`src/rtl/alu_pkg.sv`:
```
// rtl/alu_pkg.sv - shared opcode/state types and width default for the ALU arbiter
package alu_pkg;

  localparam int WIDTH_DEFAULT = 16;

  typedef enum logic [2:0] {
    ALU_NOP = 3'd0,
    ALU_ADD = 3'd1,
    ALU_SUB = 3'd2,
    ALU_MUL = 3'd3,
    ALU_DIV = 3'd4,
    ALU_AND = 3'd5,
    ALU_OR  = 3'd6,
    ALU_NOT = 3'd7
  } alu_op_e;

  typedef enum logic [1:0] {
    IDLE = 2'd0,
    EXEC = 2'd1,
    RESP = 2'd2
  } state_e;

endpackage

```
`src/rtl/rr_arbiter_2.sv`:
```
// rtl/rr_arbiter_2.sv - two-way round-robin grant selection (combinational)
module rr_arbiter_2 (
  input  logic [1:0] request,
  input  logic       last_grant,
  output logic [1:0] grant
);

  // Under contention the requester not granted last time wins; otherwise pass the lone request.
  always_comb begin
    grant = 2'b00;
    if (request == 2'b11) begin
      grant = last_grant ? 2'b01 : 2'b10;
    end else begin
      grant = request;
    end
  end

endmodule

```
`src/rtl/alu_arbiter.sv`:
```
// rtl/alu_arbiter.sv - two-requester front end for a shared combinational ALU (option: ALU_ARB_DIV_ZERO_CHECK_EN)
module alu_arbiter
  import alu_pkg::*;
#(
  parameter int WIDTH = WIDTH_DEFAULT
) (
  input  logic             clk,
  input  logic             rst_n,
  input  logic [1:0]       req_valid,
  output logic [1:0]       req_ready,
  input  logic [2:0]       req0_op,
  input  logic [2:0]       req1_op,
  input  logic [WIDTH-1:0] req0_operand_1,
  input  logic [WIDTH-1:0] req0_operand_2,
  input  logic [WIDTH-1:0] req1_operand_1,
  input  logic [WIDTH-1:0] req1_operand_2,
  output logic [1:0]       rsp_valid,
  input  logic [1:0]       rsp_ready,
  output logic [WIDTH-1:0] rsp_result,
  output logic             rsp_err,
  output logic [2:0]       alu_op,
  output logic [WIDTH-1:0] alu_operand_1,
  output logic [WIDTH-1:0] alu_operand_2,
  input  logic [WIDTH-1:0] alu_result
);

  state_e           state, state_nxt;
  logic [1:0]       grant;
  logic [1:0]       accept;
  // Index of the most recent grant; doubles as the owner of the in-flight transaction.
  // Resets to 1 so requester 0 wins the first contention.
  logic             last_grant_q;
  logic [2:0]       op_q;
  logic [WIDTH-1:0] opa_q;
  logic [WIDTH-1:0] opb_q;
  logic             div_zero;

  rr_arbiter_2 u_rr (
    .request    (req_valid),
    .last_grant (last_grant_q),
    .grant      (grant)
  );

  // Accept only in IDLE, and never while reset is asserted.
  assign accept    = (state == IDLE && rst_n) ? grant : 2'b00;
  assign req_ready = accept;

`ifdef ALU_ARB_DIV_ZERO_CHECK_EN
  logic err_q;
  assign div_zero = (op_q == ALU_DIV) && (opb_q == '0);
  assign rsp_err  = err_q;

  // Error flag is captured alongside the result at the end of EXEC.
  always_ff @(posedge clk or negedge rst_n) begin
    if (!rst_n) begin
      err_q <= 1'b0;
    end else if (state == EXEC) begin
      err_q <= div_zero;
    end
  end
`else
  assign div_zero = 1'b0;
  assign rsp_err  = 1'b0;
`endif

  // Next-state logic: one EXEC cycle, then hold RESP until the owner accepts.
  always_comb begin
    state_nxt = state;
    case (state)
      IDLE:    if (|req_valid) state_nxt = EXEC;
      EXEC:    state_nxt = RESP;
      RESP:    if (rsp_ready[last_grant_q]) state_nxt = IDLE;
      default: state_nxt = IDLE;
    endcase
  end

  // ALU bus is live only in EXEC; a trapped divide-by-zero keeps it at NOP.
  always_comb begin
    alu_op        = ALU_NOP;
    alu_operand_1 = '0;
    alu_operand_2 = '0;
    rsp_valid     = 2'b00;
    if (state == EXEC && !div_zero) begin
      alu_op        = op_q;
      alu_operand_1 = opa_q;
      alu_operand_2 = opb_q;
    end
    if (state == RESP) begin
      rsp_valid = last_grant_q ? 2'b10 : 2'b01;
    end
  end

  // State, request latch and result capture.
  always_ff @(posedge clk or negedge rst_n) begin
    if (!rst_n) begin
      state        <= IDLE;
      last_grant_q <= 1'b1;
      op_q         <= ALU_NOP;
      opa_q        <= '0;
      opb_q        <= '0;
      rsp_result   <= '0;
    end else begin
      state <= state_nxt;
      if (|accept) begin
        last_grant_q <= accept[1];
        op_q         <= accept[1] ? req1_op        : req0_op;
        opa_q        <= accept[1] ? req1_operand_1 : req0_operand_1;
        opb_q        <= accept[1] ? req1_operand_2 : req0_operand_2;
      end
      if (state == EXEC) begin
        rsp_result <= div_zero ? '1 : alu_result;
      end
    end
  end

endmodule

```
`config.mk`:
```
export PLATFORM = sky130hd
export DESIGN_NAME = alu_arbiter
export DESIGN_NICKNAME = d
export VERILOG_FILES = /design/src/rtl/alu_pkg.sv /design/src/rtl/rr_arbiter_2.sv /design/src/rtl/alu_arbiter.sv
export SDC_FILE = /design/constraint.sdc
export NUM_CORES = 1
export LEC_CHECK = 0
export CELL_PAD_IN_SITES_DETAIL_PLACEMENT = 1
export CELL_PAD_IN_SITES_GLOBAL_PLACEMENT = 1
export CORE_ASPECT_RATIO = 0.7
export CORE_MARGIN = 3
export CORE_UTILIZATION = 26
export CTS_CLUSTER_SIZE = 16
export DETAILED_ROUTE_END_ITERATION = 12
export MAX_ROUTING_LAYER = met4
export PLACE_DENSITY = 0.78
export SYNTH_ARGS = -nofsm -noshare
export SYNTH_HDL_FRONTEND = slang
export SYNTH_SLANG_ARGS = --single-unit
```
`constraint.sdc`:
```
create_clock -name clk -period 1.7 [get_ports clk]
set_clock_uncertainty 0.15 [all_clocks]
set_input_delay 0.255 -clock clk [delete_from_list [all_inputs] [get_ports clk]]
set_output_delay 0.255 -clock clk [all_outputs]
set_load 0.02 [all_outputs]
```
==> run_results.csv <==
group,metric,value,unit
outcome,outcome,"finished, violations left",
outcome,violations,"negative setup slack",
floorplanning,rows,31,
detailed_routing,drt_iter0_drc,140,
synthesis,ys_top_cells_by_area,"dfrtp_1 47%, o31ai_1 9.1%, and2_1 7.8%, a21oi_1 6.2%, o21ai_1 6.1%",
worst_setup_path,cp-end-kind,"output pin",
synthesis,yosysMostFrequentCell,"dfrtp_1",
synthesis,ys_seq_area_share,48.2,%
synthesis,synthesis.area,2810,sq um
power_and_ir_drop,p_leak,0.00267,uW
detailed_routing,first_pass_iters,4,
cts,cts_buffers,5,
timing,fmax,0.519,GHz
timing,worst_pin_slew,735,ps
place,dpl.hpwl,7470,microns
detailed_routing,vias_per_cell,5.23,
global_route,antenna_found_initial,0,
floorplanning,start_util,26.9,%
global_route,grt_pass1_vias,3583,
timing,setup_ws,-227,ps
worst_setup_path,startpoint_type,"flip-flop",
global_route,grt_usage,23.0,%
cts,cts_root_buf,"clkbuf_16",
timing,setup_viol,89,
synthesis,ys_ff_latch,54,
floorplanning,die_w,130,microns
timing,slew_violations,0,
power_and_ir_drop,finalPower,10200,uW
synthesis,ys.flop_type,"dfrtp_1",
timing,rsz0062_at_grt,"true",
synthesis,avgSynthCellArea,9.64,sq um
timing,fin_crit_sh,113,%
power_and_ir_drop,power.density,1620,nW/um^2
cts,cts_tree,"yes",
floorplanning,io-pin-count,148,
cells_and_area,area_growth,125,%
floorplanning,die_y,92.9,microns
cts,path_clk_slew,70,ps
worst_setup_path,cp.arrival,1520,ps
timing,hold_viol,0,
timing,hold_ws,90.4,ps
cts,cts_htree_levels,2,
cells_and_area,fin_area,6310,sq um
detailed_routing,drc_errors,0,
place,placed_area,4560,sq um
floorplanning,core,10400,sq um
synthesis,async_flop_share,100,%
worst_setup_path,path_class,"reg -> out",
cts,cts_hold_buf,0,
place,post-place-ws,-418,ps
cts,ctsLongestPathBuffers,2,
synthesis,synthTopCellsByCount,"53 x dfrtp_1, 38 x nor2_1, 35 x a21oi_1, 35 x and2_1",
run,drv_cap,0,
place,portBuffers,146,
detailed_routing,ant_nets,0,
place,globalplace.congestion,0.733,
synthesis,netlist.area_leader.share,47.3,%
cts,clock-sinks,54,
synthesis,yosysWarnings,0,
synthesis,syn_inst,291,
cells_and_area,drive_above_1_share,47.7,%
worst_setup_path,cp_max_fo,7,
worst_hold_path,min_path_type,"in -> async",
synthesis,synth_cell_types,30,
worst_setup_path,required,1290,ps
synthesis,synth-edff-count,0,
global_route,overflow,0,
detailed_routing,routed_wl,14500,microns
cells_and_area,fin_nets,567,
synthesis,syn_nets,383,
power_and_ir_drop,max-vdd-ir-drop,0.703,mV
floorplanning,die_area,12100,sq um
cells_and_area,antenna_cells,0,
synthesis,synth_top_area_cell,"dfrtp_1",
detailed_routing,vias,3182,
global_route,grt_first_pass_wirelength,20700,microns
global_route,grt_max_degree,55,
timing,slew_headroom,51.0,%
timing,finalWorstPathRequiredPeriod,1930,ps
cts,clk_latency,290,ps
detailed_routing,wire_per_inst,23.8,microns
[cell usage in the layout (no fill, tap or decap), drive strengths merged]
| cell type | netlist | routed |
|---|---|---|
| dlygate4sd2 | 0 | 1 |
| bufinv | 0 | 1 |
| a21bo | 1 | 1 |
| dfstp | 1 | 1 |
| clkinvlp | 0 | 1 |
| nor3 | 1 | 1 |
| o21bai | 1 | 1 |
| dfrtp | 53 | 53 |
| o21ai | 36 | 36 |
| dlymetal6s2s | 0 | 10 |
| a211oi | 1 | 1 |
| o31ai | 35 | 35 |
| buf | 23 | 93 |
| inv | 2 | 2 |
| clkbuf | 4 | 10 |
| clkdlybuf4s50 | 0 | 95 |
| bufbuf | 0 | 1 |
| a21oi | 35 | 35 |
| nor2b | 1 | 1 |
| a21boi | 1 | 1 |
| and2 | 35 | 35 |
| a21o | 1 | 1 |
| nand2b | 1 | 1 |
| mux2 | 17 | 17 |
| nor2 | 39 | 39 |
| or3b | 1 | 1 |
| nor3b | 1 | 1 |
| conb | 1 | 1 |
[metrics by stage]
| step | util, % | TNS, ps | std cells |
|---|---|---|---|
| final | 60.5 | -12260 | 608 |
| after global routing | 60.5 | -18050 | 608 |
| after CTS | 57.3 | -10760 | 604 |
| after detailed placement | 43.7 | -22630 | 565 |
| after global placement | 43.7 | -19630 | 565 |
| after floorplan | - | -27.2 | 291 |
[metal layers]
metal	share of wire, %	GRT usage, %	up-vias	routed length, microns
met5	0	-	-	0
met1	46	30.9	1633	6590
met2	47	36.8	128	6840
met3	5.9	4.38	14	854
li1	-	-	1407	-
met4	1.2	3.72	0	176
[final timing paths]
kind	start	to	slack, ps	cells after the start
setup / recovery	state[1]$_DFFE_PN0P_	alu_operand_2[2]	-230	6
hold / removal	rst_n	rsp_result[5]$_DFFE_PN0N_	90	3
setup reg to reg	state[1]$_DFFE_PN0P_	opa_q[9]$_DFFE_PN0P_	-190	8
hold reg to reg	rsp_result[10]$_DFFE_PN0N_	rsp_result[10]$_DFFE_PN0N_	340	1
max in group asynchronous	rst_n	opb_q[0]$_DFFE_PN0P_	830	3
min in group clk	rsp_result[10]$_DFFE_PN0N_	rsp_result[10]$_DFFE_PN0N_	340	1
[kinds of logic after synthesis]
family / synth area share, %
buf+inv: 5.66
compound gates: 24.4
other cells: 0.134
mux: 6.82
simple gates: 14.7
flops: 48.2
[sequential cells by signal (all words and copies together) (netlist names)]
register and cells:
rsp_result 16, op_q 3, opb_q 16, state 2, opa_q 16, last_grant_q 1
[timing repair]
action | in CTS | in global routing
pin swaps | 36 | 35
resized for setup | 383 | 69
buffers inserted | 19 | 6
setup endpoints to repair | 75 | 97
gates cloned | 12 | 4
[cell type report]
class	instances	area, sq um
flip-flops and latches	54	1350
multi-input cells	208	2140
well taps	132	165
inverters	2	7.51
repair buffers	204	2480
clock inverters	2	37.5
clock buffers	6	129
fillers	1026	4130
[worst max-delay path, stage by stage, from the launching register on]
cell,delay [ps]
dfrtp_1,400
buf_6,130
nor2b_4,160
buf_12,140
clkbuf_16,150
and2_4,140
buf_6,110
[where the power goes]
| group | switching, uW | internal (uW) |
|---|---|---|
| clock network | 487 | 697 |
| registers | 366 | 1900 |
| logic | 3130 | 3660 |
(Power assumes the default switching activity.)
